$ cat src/rtl/id_digit_sequencer_if.sv
// Handshake and result bundle between the digit sequencer and its user / ALU stage.
// The sequencer is the slave side; the bench or the surrounding datapath is the master.
interface id_digit_sequencer_if;
    logic        start;
    logic        step_en;
    logic [7:0]  a_in;
    logic [3:0]  ans;
    logic [7:0]  a_out;
    logic [15:0] opdec;
    logic [3:0]  student_id;
    logic        busy;
    logic        done;
    logic [8:0]  match_mask;
    logic [3:0]  match_count;
    logic        any_match;

    modport slave (
        input  start, step_en, a_in, ans,
        output a_out, opdec, student_id, busy, done, match_mask, match_count, any_match
    );

    modport master (
        output start, step_en, a_in, ans,
        input  a_out, opdec, student_id, busy, done, match_mask, match_count, any_match
    );
endinterface

$ cat src/rtl/id_digit_sequencer.sv
// Walks the nine student-ID digit slots, driving a one-hot opcode and digit to a
// combinational compare ALU and accumulating its per-slot match answers.
module id_digit_sequencer #(
    parameter logic [35:0] STUDENT_ID = 36'h876543210,
    parameter int          NUM_DIGITS = 9
) (
    input  logic              clk,
    input  logic              reset_n,
    id_digit_sequencer_if.slave bus
);

    localparam logic [3:0] LAST_IDX = 4'(NUM_DIGITS - 1);

    typedef enum logic [1:0] {
        IDLE,
        SCAN,
        DONE
    } state_t;

    state_t      state;
    logic [3:0]  idx;
    logic [3:0]  next_idx;
    logic [7:0]  a_reg;
    logic [15:0] opdec_reg;
    logic [3:0]  digit_reg;
    logic        busy_reg;
    logic        done_reg;
    logic [8:0]  mask_reg;
    logic [3:0]  count_reg;
    logic        unused_ans;

    function automatic logic [3:0] digit_of(input logic [3:0] k);
        return STUDENT_ID[{k, 2'b00} +: 4];
    endfunction

    function automatic logic [15:0] onehot_of(input logic [3:0] k);
        return 16'h0001 << k;
    endfunction

    assign next_idx   = idx + 4'd1;
    assign unused_ans = ^bus.ans[3:1];

    // Opcode and digit are loaded one edge ahead so they are stable for the whole slot cycle.
    always_ff @(posedge clk or negedge reset_n) begin
        if (!reset_n) begin
            state     <= IDLE;
            idx       <= 4'd0;
            a_reg     <= 8'h00;
            opdec_reg <= 16'h0000;
            digit_reg <= 4'h0;
            busy_reg  <= 1'b0;
            done_reg  <= 1'b0;
            mask_reg  <= 9'h000;
            count_reg <= 4'd0;
        end else begin
            case (state)
                IDLE: begin
                    done_reg  <= 1'b0;
                    busy_reg  <= 1'b0;
                    opdec_reg <= 16'h0000;
                    digit_reg <= 4'h0;
                    if (bus.start) begin
                        a_reg     <= bus.a_in;
                        mask_reg  <= 9'h000;
                        count_reg <= 4'd0;
                        idx       <= 4'd0;
                        opdec_reg <= onehot_of(4'd0);
                        digit_reg <= digit_of(4'd0);
                        busy_reg  <= 1'b1;
                        state     <= SCAN;
                    end
                end
                SCAN: begin
                    if (bus.step_en) begin
                        mask_reg[idx] <= bus.ans[0];
                        count_reg     <= count_reg + {3'b000, bus.ans[0]};
                        if (idx == LAST_IDX) begin
                            opdec_reg <= 16'h0000;
                            digit_reg <= 4'h0;
                            busy_reg  <= 1'b0;
                            done_reg  <= 1'b1;
                            state     <= DONE;
                        end else begin
                            idx       <= next_idx;
                            opdec_reg <= onehot_of(next_idx);
                            digit_reg <= digit_of(next_idx);
                        end
                    end
                end
                DONE: begin
                    done_reg <= 1'b0;
                    state    <= IDLE;
                end
                default: begin
                    state <= IDLE;
                end
            endcase
        end
    end

    assign bus.a_out       = a_reg;
    assign bus.opdec       = opdec_reg;
    assign bus.student_id  = digit_reg;
    assign bus.busy        = busy_reg;
    assign bus.done        = done_reg;
    assign bus.match_mask  = mask_reg;
    assign bus.match_count = count_reg;
    assign bus.any_match   = |mask_reg;

endmodule

$ cat src/flat_wrapper.sv
// flat-port wrapper written by rule: the top's interface ports become plain ports
module id_digit_sequencer_flat 
#(
    parameter logic [35:0] STUDENT_ID = 36'h876543210,
    parameter int          NUM_DIGITS = 9
)
  (clk, reset_n, bus_start, bus_step_en, bus_a_in, bus_ans, bus_a_out, bus_opdec, bus_student_id, bus_busy, bus_done, bus_match_mask, bus_match_count, bus_any_match);
  id_digit_sequencer_if bus_i ();
  input  logic clk;
  input  logic reset_n;
  input wire logic [$bits(bus_i.start)-1:0] bus_start;
  input wire logic [$bits(bus_i.step_en)-1:0] bus_step_en;
  input wire logic [$bits(bus_i.a_in)-1:0] bus_a_in;
  input wire logic [$bits(bus_i.ans)-1:0] bus_ans;
  output wire logic [$bits(bus_i.a_out)-1:0] bus_a_out;
  output wire logic [$bits(bus_i.opdec)-1:0] bus_opdec;
  output wire logic [$bits(bus_i.student_id)-1:0] bus_student_id;
  output wire logic [$bits(bus_i.busy)-1:0] bus_busy;
  output wire logic [$bits(bus_i.done)-1:0] bus_done;
  output wire logic [$bits(bus_i.match_mask)-1:0] bus_match_mask;
  output wire logic [$bits(bus_i.match_count)-1:0] bus_match_count;
  output wire logic [$bits(bus_i.any_match)-1:0] bus_any_match;
  assign bus_i.start = bus_start;
  assign bus_i.step_en = bus_step_en;
  assign bus_i.a_in = bus_a_in;
  assign bus_i.ans = bus_ans;
  assign bus_a_out = bus_i.a_out;
  assign bus_opdec = bus_i.opdec;
  assign bus_student_id = bus_i.student_id;
  assign bus_busy = bus_i.busy;
  assign bus_done = bus_i.done;
  assign bus_match_mask = bus_i.match_mask;
  assign bus_match_count = bus_i.match_count;
  assign bus_any_match = bus_i.any_match;
  id_digit_sequencer #(.STUDENT_ID(STUDENT_ID), .NUM_DIGITS(NUM_DIGITS)) u_core (.clk(clk), .reset_n(reset_n), .bus(bus_i));
endmodule
$ cat config.mk
export PLATFORM = sky130hd
export DESIGN_NAME = id_digit_sequencer_flat
export DESIGN_NICKNAME = d
export VERILOG_FILES = /design/src/rtl/id_digit_sequencer_if.sv /design/src/rtl/id_digit_sequencer.sv /design/src/flat_wrapper.sv
export SDC_FILE = /design/constraint.sdc
export NUM_CORES = 1
export LEC_CHECK = 0
export BUFFER_PORTS_ARGS = -buffer_cell sky130_fd_sc_hd__buf_2
export CAP_MARGIN = 30
export CORE_ASPECT_RATIO = 1.75
export CORE_UTILIZATION = 55
export DETAILED_ROUTE_END_ITERATION = 10
export PLACE_DENSITY = 0.82
export SYNTH_ARGS = -nofsm -noshare
export SYNTH_HDL_FRONTEND = slang
export SYNTH_SLANG_ARGS = --single-unit
$ cat constraint.sdc
create_clock -name clk -period 3.1 [get_ports clk]
set_input_delay 0.155 -clock clk [delete_from_list [all_inputs] [get_ports clk]]
set_output_delay 0.155 -clock clk [all_outputs]
set_load 0.02 [all_outputs]
==> results.toml, run 1 <==
[run_status]
status = "complete, no violations"

[routing]
detail-route-antenna-nets = 0
dr.pass1.iters = 4
vias_per_cell = 5.99
drt-initial-drc-count = 41
routed_length_per_placed_instance_um = 17.1
finalWirelength_um = 5190
via_count = 1821
detailed_route_drc_error_count = 0

[power]
sw_frac_of_total = 0.422
p_clk_frac = 0.180
seqPwrFrac = 0.371
power_switching_mw = 1.15
power.density_cell_area_nw_per_um2 = 988
comb_power_share = 0.449
static-leakage-power_nw = 1.35
power.ir.vdd_worst_mv = 0.515
power_report.internal_total_mw = 1.58

[floorplan]
core_region_area_um2 = 4110
ios = 60
die-width_um = 51.5
rows = 31
die_area_um2 = 4570
die-height_um = 88.7
initial_core_utilization = 0.574

[critical_path]
cp.arrival_ps = 2390
crit_path_max_incr_delay_ps = 620
path_class = "flop to flop"
critical_path.slowest_cell = "nor3_1"
worstSetupEndpointType = "flop"
timing.critical_path.required_ps = 3340
worstPathCellList = "inv_1, ha_1, and3b_1, nor3_1, a32o_1"
setup.worst_path.start_class = "flop"
crit_path_max_fanout = 7

[synthesis]
ys_types = 45
yosys_warnings = 0
synth-edff-count = 0
post_synth_inst_count = 205
yosys_most_used_dff = "dfrtp_1"
yosysSeqAreaShare = 0.509
netlist_area_um2 = 2360
avgSynthCellArea_um2 = 11.5
postSynthRegisterBits = 48
async_set_or_reset_flop_fraction_in_the_synthesized_netlist = 1.00
synthesis.nets = 230

[layout]
fin_cells = 304
drive_above_1_share = 0.310
largest_register_ff_count = 15
layout.filler_cells = 371
antenna_cells = 0
area_growth_pct = 17.0
final_net_count = 279

[sta]
finalClockSkew_ps = 6.66
fin_crit_period_ps = 2150
slew-limit-headroom = 0.410
hold_viol = 0
setup_viol = 0
timing.fmax_ghz = 0.465
post-route-period-util = 0.694
final.setup.tns_ps = 0
rsz0062_at_grt = "no"
final-max-slew-violation-count = 0
worst_slew_pin_slew_ps = 879

[grt]
antenna_violations_before_repair = 0
grt_pass1_wl_um = 8420
grt_max_degree = 33
grt.overflow.total = 0
global_route.usage.total = 0.252
vias_in_the_first_global_route = 1787

[placement]
io_buffers = 56
gp_congestion = 0.785
placed_cells_incl_taps = 295
place.detailed.hpwl_um = 3720

[clock_tree]
sinks_on_clock_net = 48
clk_pin_slew_ps = 90
hold_fix_buffer_count_after_cts = 1
postCtsSetupRepairBufs = 0
clk-insertion-delay-late_ps = 300
cts_tree = "built"
clk_root_buffer_cell = "clkbuf_8"
cts.repair.resized = 0
number_of_buffers_created_by_cts = 5
cts-htree-levels = 2
clock_tree.buffer_depth = 2

[job]
cap_viol_max_count = 0

[worst_hold_path]
hold_path_class = "input port to flop"
==> path summary, 6_finish.rpt <==
kind,start,to,slack [ps],depth (start not counted)
worst max-delay path,u_core.idx[0],u_core.bus.opdec[14],950,5
worst min-delay path,bus_a_in[0],u_core.bus.a_out[0],80,2
worst max register to register,u_core.idx[0],u_core.bus.opdec[14],950,5
worst min register to register,u_core.bus.opdec[15],u_core.bus.opdec[15],490,1
max in group asynchronous,reset_n,u_core.bus.student_id[1],2280,3
min in group asynchronous,reset_n,u_core.bus.done,310,2
==> through the flow <==
step	util	hold slack (ps)	worst slack, ps	instance area, um^2	total power [mW]
floorplan	-	-141	1330	2360	1.90
global placement	0.634	383	1030	2610	2.20
detailed placement	0.639	109	979	2630	2.24
CTS	0.672	74.2	959	2760	2.74
global route	0.672	71.0	817	2760	2.89
finish	0.672	80.3	950	2760	2.73
==> logic make-up (layout without fill, tap and decap cells) <==
family | Yosys count | count (layout) | synth area share
xor+xnor | 3 | 3 | 0.0111
mux | 14 | 14 | 0.0684
flops | 48 | 48 | 0.509
compound gates | 49 | 49 | 0.154
fa+ha+maj | 9 | 9 | 0.0477
simple gates | 56 | 56 | 0.150
buf+inv | 26 | 76 | 0.0599
==> power by group through the flow <==
stage | clock network (mW) | registers [mW] | logic (mW)
finish | 0.492 | 1.01 | 1.23
global route | 0.517 | 1.04 | 1.34
CTS | 0.504 | 1.01 | 1.23
detailed placement | 0 | 1.02 | 1.22
global placement | 0 | 1.01 | 1.19
floorplan | 0 | 1.15 | 0.745
==> cells in the mapped netlist (all sizes together), types with 4 or more instances <==
cell / number / share of area
nand2: 9 / 0.014
nor2: 4 / 0.0064
mux2: 8 / 0.043
nand3b: 6 / 0.019
buf: 11 / 0.036
clkbuf: 7 / 0.011
nand3: 6 / 0.013
a32o: 12 / 0.051
ha: 9 / 0.048
o31ai: 5 / 0.016
nor4b: 5 / 0.019
inv: 8 / 0.013
mux2i: 6 / 0.025
o21ai: 13 / 0.028
dfrtp: 48 / 0.51
==> layout make-up <==
cell class / count / area [um^2] / area share
flip-flops and latches: 48 / 1200 / 0.435
multi-input cells: 131 / 1020 / 0.369
repair buffers: 60 / 325 / 0.118
clock buffers: 7 / 96.3 / 0.0349
well taps: 49 / 61.3 / 0.0222
clock inverters: 1 / 30.0 / 0.0109
inverters: 8 / 30.0 / 0.0109
==> routing by layer <==
layer / vias to the layer above / part of all wire / track usage
li1: 856 / - / -
met1: 906 / 0.38 / 0.282
met2: 48 / 0.56 / 0.453
met3: 11 / 0.035 / 0.0447
met4: 0 / 0.023 / 0.115
met5: - / 0 / 0
==> cells in the final DEF, fill, tap and decap left out, types with 3 or more instances in the layout <==
cell	n
a211oi_1	3
a21oi_1	3
a32o_1	12
buf_2	56
clkbuf_8	7
dfrtp_1	48
ha_1	9
inv_1	8
mux2_2	5
mux2_4	3
mux2i_1	6
nand2_1	9
nand2b_1	3
nand3_1	6
nand3b_1	6
nand4b_1	3
nor2_1	4
nor3b_1	3
nor4b_1	5
o21ai_0	13
o22ai_1	3
o31ai_1	5
or3_1	3
==> worst max-delay path: cells and delay by family, from the launching register on <==
kind                     cells  cell delay (ps)
AO/OA/AOI/OAI                1              260
adder cells (fa/ha/maj)      1              310
buffers and inverters        1              140
flip-flops                   1              480
AND/OR/NAND/NOR              2              910
Note: power is estimated with default switching activity, not from simulation.
==> run 2, diff against run 1 <==
--- a/config.mk
+++ b/config.mk
@@ -8,9 +8,9 @@
 export BUFFER_PORTS_ARGS = -buffer_cell sky130_fd_sc_hd__buf_2
 export CAP_MARGIN = 30
 export CORE_ASPECT_RATIO = 1.75
-export CORE_UTILIZATION = 55
+export CORE_UTILIZATION = 47
 export DETAILED_ROUTE_END_ITERATION = 10
-export PLACE_DENSITY = 0.82
+export PLACE_DENSITY = 0.75
 export SYNTH_ARGS = -nofsm -noshare
 export SYNTH_HDL_FRONTEND = slang
 export SYNTH_SLANG_ARGS = --single-unit
==> constraint.sdc (replaced) <==
create_clock -name clk -period 1.77 [get_ports clk]
set_input_delay 0.0885 -clock clk [delete_from_list [all_inputs] [get_ports clk]]
set_output_delay 0.0885 -clock clk [all_outputs]
set_load 0.02 [all_outputs]
==> run 2 against run 1 <==
The run now ends with setup timing left. Cell count increased by 6.9%. Fmax up 21%. Sequential share of layout area down 2.2 points. Wire length up 6.1%. Hold slack lost 64 ps. Global-route usage decreased by 2.7 points. Non-clock buffer count increased by 18. Cell area up 5.4%. Largest cell class unchanged. Power increased by 83%. Flip-flop and latch count did not move. Register-to-register slack got worse by 960 ps. Combinational power rose by 100%.
==> results.toml, run 2 (synthesis results as in run 1) <==
[critical_path]
timing.critical_path.required_ps = 1980
setup.worst_path.start_class = "flop"
rr_worst_depth = 6
path_class = "flop to flop"
cp.arrival_ps = 1980
crit_path_max_fanout = 5
worstSetupEndpointType = "flop"

[floorplan]
rows = 33
ios = 60
die-height_um = 95.8
initial_core_utilization = 0.497
die-width_um = 55.6
core_region_area_um2 = 4750
die_area_um2 = 5320

[layout]
layout.filler_cells = 421
area_growth_pct = 23.4
drive_above_1_share = 0.370
mostFrequentLayoutCells = "buf_2, dfrtp_1, buf_4"
largest_register_ff_count = 15
layout_commonest_cell = "buf_2"
antenna_cells = 0
fin_area_um2 = 2910
final_net_count = 297

[run_status]
status = "finished with violations"
violations_in_the_final_reports = "setup timing"

[grt]
grt_pass1_wl_um = 9110
grt_use_met1 = 0.227
met3_usage_grt = 0.0403
grt_max_degree = 26
antenna_violations_before_repair = 0
global_route.usage.total = 0.225
grt_most_used_layer = "met2"
vias_in_the_first_global_route = 1914
gr_layer_usage_met2 = 0.443
grt.overflow.total = 0

[routing]
via_count = 1898
detailed_route_drc_error_count = 0
finalWirelength_um = 5510
dr.pass1.iters = 4
routed_length_per_placed_instance_um = 17.0
detail-route-antenna-nets = 0
vias_per_cell = 5.84
drt-initial-drc-count = 49

[sta]
post-route-period-util = 1.00
hold_viol = 0
worst_slew_pin_slew_ps = 815
fin_crit_period_ps = 1780
setup_viol = 1
final-max-slew-violation-count = 0
slew-limit-headroom = 0.453
timing.fmax_ghz = 0.563
finalClockSkew_ps = 4.61
fin_hold_ws_ps = 16.5
rsz0062_at_grt = "yes"
finalWorstSetupSlack_ps = -5.25

[clock_tree]
clk_root_buffer_cell = "clkbuf_8"
sinks_on_clock_net = 48
cts-htree-levels = 2
clk-insertion-delay-late_ps = 300
number_of_buffers_created_by_cts = 5
clk_pin_slew_ps = 90
cts_tree = "built"
clock_tree.buffer_depth = 2

[placement]
io_buffers = 56
dp_slack_ps = -113
gp_congestion = 0.825
place.detailed.hpwl_um = 4160
placed_cell_area_um2 = 2770

[power]
power.density_cell_area_nw_per_um2 = 1710
report.power.total_mw = 4.98
power.ir.vdd_worst_mv = 1.05
static-leakage-power_nw = 1.44

[job]
cap_viol_max_count = 0

[worst_hold_path]
min_delay_path_depth = 2
hold_path_class = "input port to flop"
## run 2: cell types whose count changed in the layout (fill, tap and decap cells not counted)
cell / change
nor4_1: -1
clkinv_2: +1
o311ai_1: +1
nor4_2: +1
nor4b_2: +3
clkbuf_8: -2
nor4b_1: -3
nor3_2: +1
clkbuf_1: +1
buf_4: +18
o311ai_0: -1
nor3_1: -1
## run 2: path summary, 6_finish.rpt
check                                 from                         to  slack (ps)
hold / removal                 bus_a_in[0]        u_core.bus.a_out[0]          20
hold reg to reg            u_core.bus.done            u_core.bus.done         500
setup reg to reg             u_core.idx[1]   u_core.bus.student_id[2]          -5
min in group asynchronous          reset_n        u_core.bus.opdec[9]         310
max in group asynchronous          reset_n  u_core.bus.match_count[1]         940
setup / recovery             u_core.idx[1]   u_core.bus.student_id[2]          -5
## run 2: layer usage
layer | part of all wire | wire length, um
met1 | 0.38 | 2080
met2 | 0.57 | 3130
met3 | 0.032 | 174
met4 | 0.023 | 127
met5 | 0 | 0
## run 2: cell type report
type,instances,area (um^2),area share
sequential,48,1200,0.412
multi-input combinational,131,1050,0.360
timing repair buffer,78,460,0.158
clock buffer,6,72.6,0.0249
tap,52,65.1,0.0223
clock inverter,2,35.0,0.0120
inverter,8,30.0,0.0103
## run 2: what timing repair did
item / in CTS / in global routing
pin swaps: 0 / 0
gates resized for setup: 1 / 5
endpoints found under the setup margin: 6 / 23
hold buffers: 1 / 0
buffers inserted: 0 / 0
hold endpoints to repair: 23 / 0
## run 2: worst max-delay path: stages (launching register included)
cell	delay, ps
dfrtp_1	400
inv_1	80
ha_1	220
and3b_1	220
buf_4	170
or3_1	370
o31ai_1	210
## run 2: per-stage QoR
| stage | instances | TNS, ps | utilization |
|---|---|---|---|
| CTS | 325 | 0 | 0.608 |
| global placement | 316 | -365 | 0.582 |
| finish | 325 | -5.25 | 0.613 |
| floorplan | 205 | 0 | - |
| global route | 325 | -1610 | 0.613 |
| detailed placement | 316 | -652 | 0.582 |
## run 2: power by group
part | leakage (nW) | internal (mW) | switching (mW)
combinational | 0.750 | 1.03 | 1.48
sequential | 0.634 | 1.44 | 0.256
clock | 0.0552 | 0.419 | 0.358
==> run 3, diff against run 2 <==
--- a/config.mk
+++ b/config.mk
@@ -9,6 +9,7 @@
 export CAP_MARGIN = 30
 export CORE_ASPECT_RATIO = 1.75
 export CORE_UTILIZATION = 47
+export CTS_BUF_LIST = sky130_fd_sc_hd__clkbuf_16
 export DETAILED_ROUTE_END_ITERATION = 10
 export PLACE_DENSITY = 0.75
 export SYNTH_ARGS = -nofsm -noshare
==> run 3 against run 2 <==
The flow still finishes with violations (setup timing). Power rose by 5.6%. Clock-buffer cell count fell by 1. Cell area rose by 1.9%. Critical endpoint unchanged. Highest routed layer unchanged.
==> results.toml, run 3 (synthesis results as in run 1) <==
[run_status]
status = "finished with violations"
violations_in_the_final_reports = "setup timing"

[grt]
antenna_violations_before_repair = 0
grt_pass1_wl_um = 9350
grt_max_degree = 26
vias_in_the_first_global_route = 1994
grt.overflow.total = 0
global_route.usage.total = 0.230

[routing]
drt-initial-drc-count = 58
vias_per_cell = 5.84
finalWirelength_um = 5580
detail-route-antenna-nets = 0
dr.pass1.iters = 4
via_count = 1899
routed_length_per_placed_instance_um = 17.2
detailed_route_drc_error_count = 0

[critical_path]
path_class = "flop to flop"
cp.arrival_ps = 1980
rr_worst_depth = 6
critical_path.slowest_cell = "dfrtp_1"
worstPathCellList = "inv_1, ha_1, and3b_1, buf_4, or3_1, o31ai_1"
critPathTopFamily = "simple AND/OR/NAND/NOR gates"
worstSetupEndpointType = "flop"
ff2ff_setup_slack_ps = -20
critical_path.reg2reg.startpoint = "u_core.idx[1]"
timing.critical_path.required_ps = 1960
crit_buf_inv = 2
rr_endpoint = "u_core.bus.student_id[2]"
crit_path_max_incr_delay_ps = 390
setup.worst_path.start_class = "flop"
crit_path_max_fanout = 5

[clock_tree]
clk_pin_slew_ps = 60
cts_tree = "built"
cts-htree-levels = 2
clock_tree.buffer_depth = 2
postCtsSetupRepairBufs = 0
number_of_buffers_created_by_cts = 5
clk_root_buffer_cell = "clkbuf_16"
sinks_on_clock_net = 48
clk-insertion-delay-late_ps = 280

[power]
power.ir.vdd_worst_mv = 1.17
power.density_cell_area_nw_per_um2 = 1770
static-leakage-power_nw = 1.47

[sta]
fin_hold_ws_ps = 35.9
finalWorstSetupSlack_ps = -24.2
timing.fmax_ghz = 0.557
worst_slew_pin_slew_ps = 830
post-route-period-util = 1.01
slew-limit-headroom = 0.443
hold_viol = 0
final-max-slew-violation-count = 0
fin_crit_period_ps = 1790
setup_viol = 1
rsz0062_at_grt = "yes"
finalClockSkew_ps = 2.82

[placement]
place.detailed.hpwl_um = 4160
gp_congestion = 0.825
io_buffers = 56
placed_cell_area_um2 = 2770
dp_slack_ps = -113

[layout]
antenna_cells = 0
area_growth_pct = 25.8
drive_above_1_share = 0.370
final_net_count = 297
mostFrequentLayoutCells = "buf_2, dfrtp_1, buf_4"
final_util = 0.625
fin_area_um2 = 2970
largest_register_ff_count = 15
layout_commonest_cell = "buf_2"

[job]
cap_viol_max_count = 0

[floorplan]
initial_core_utilization = 0.497
ios = 60
die-width_um = 55.6
die_area_um2 = 5320
rows = 33
core_region_area_um2 = 4750
die-height_um = 95.8

[worst_hold_path]
min_delay_path_depth = 2
hold_path.startpoint = "bus_a_in[2]"
hold_path_class = "input port to flop"
timing.hold.worst_endpoint = "u_core.bus.a_out[2]"
run 3: changes by cell type in the layout (fill, tap and decap cells not counted):
| cell | delta |
|---|---|
| inv_1 | +1 |
| clkbuf_1 | -1 |
| clkbuf_16 | +5 |
| clkbuf_8 | -5 |
run 3: routing by layer:
| metal | track usage | up-vias | wire, um |
|---|---|---|---|
| met2 | 0.453 | 45 | 3200 |
| li1 | - | 894 | - |
| met5 | 0 | - | 0 |
| met3 | 0.0417 | 9 | 173 |
| met4 | 0.115 | 0 | 142 |
| met1 | 0.227 | 951 | 2070 |
run 3: through the flow:
| step | instances | setup TNS (ps) | power (mW) |
|---|---|---|---|
| after global routing | 325 | -1670 | 5.59 |
| after global placement | 316 | -365 | 4.13 |
| after detailed placement | 316 | -652 | 4.19 |
| final | 325 | -24.2 | 5.26 |
| after CTS | 325 | 0 | 5.27 |
| after floorplan | 205 | 0 | 3.33 |
run 3: area by class of cell:
| class | instances | area (um^2) |
|---|---|---|
| fillers | 411 | 1780 |
| flip-flops and latches | 48 | 1200 |
| multi-input cells | 131 | 1050 |
| repair buffers | 78 | 460 |
| clock buffers | 5 | 125 |
| well taps | 52 | 65.1 |
| clock inverters | 3 | 38.8 |
| inverters | 8 | 30.0 |
run 3: how the worst max path moves through the flow:
stage | start | cells past startpoint | endpoint | slack [ps]
4_1_cts | u_core.idx[1] | 6 | u_core.bus.student_id[2] | 5
3_3_place_gp | u_core.idx[1] | 4 | u_core.bus.opdec[15] | -60
3_5_place_dp | u_core.idx[0] | 4 | u_core.bus.opdec[5] | -110
5_1_grt | u_core.idx[1] | 4 | u_core.bus.student_id[1] | -110
6_report | u_core.idx[1] | 6 | u_core.bus.student_id[2] | -20
2_1_floorplan | u_core.idx[0] | 6 | u_core.bus.opdec[13] | 0.5
run 3: power breakdown:
part | internal, mW | switching (mW)
Clock | 0.658 | 0.380
Sequential | 1.44 | 0.256
Combinational | 1.03 | 1.49
run 3: repair_timing:
action                                  CTS  global route
endpoints found under the hold margin    23             0
gates resized for setup                   2             4
cloned                                    0             0
hold buffers                              1             0
endpoints found under the setup margin    6            23
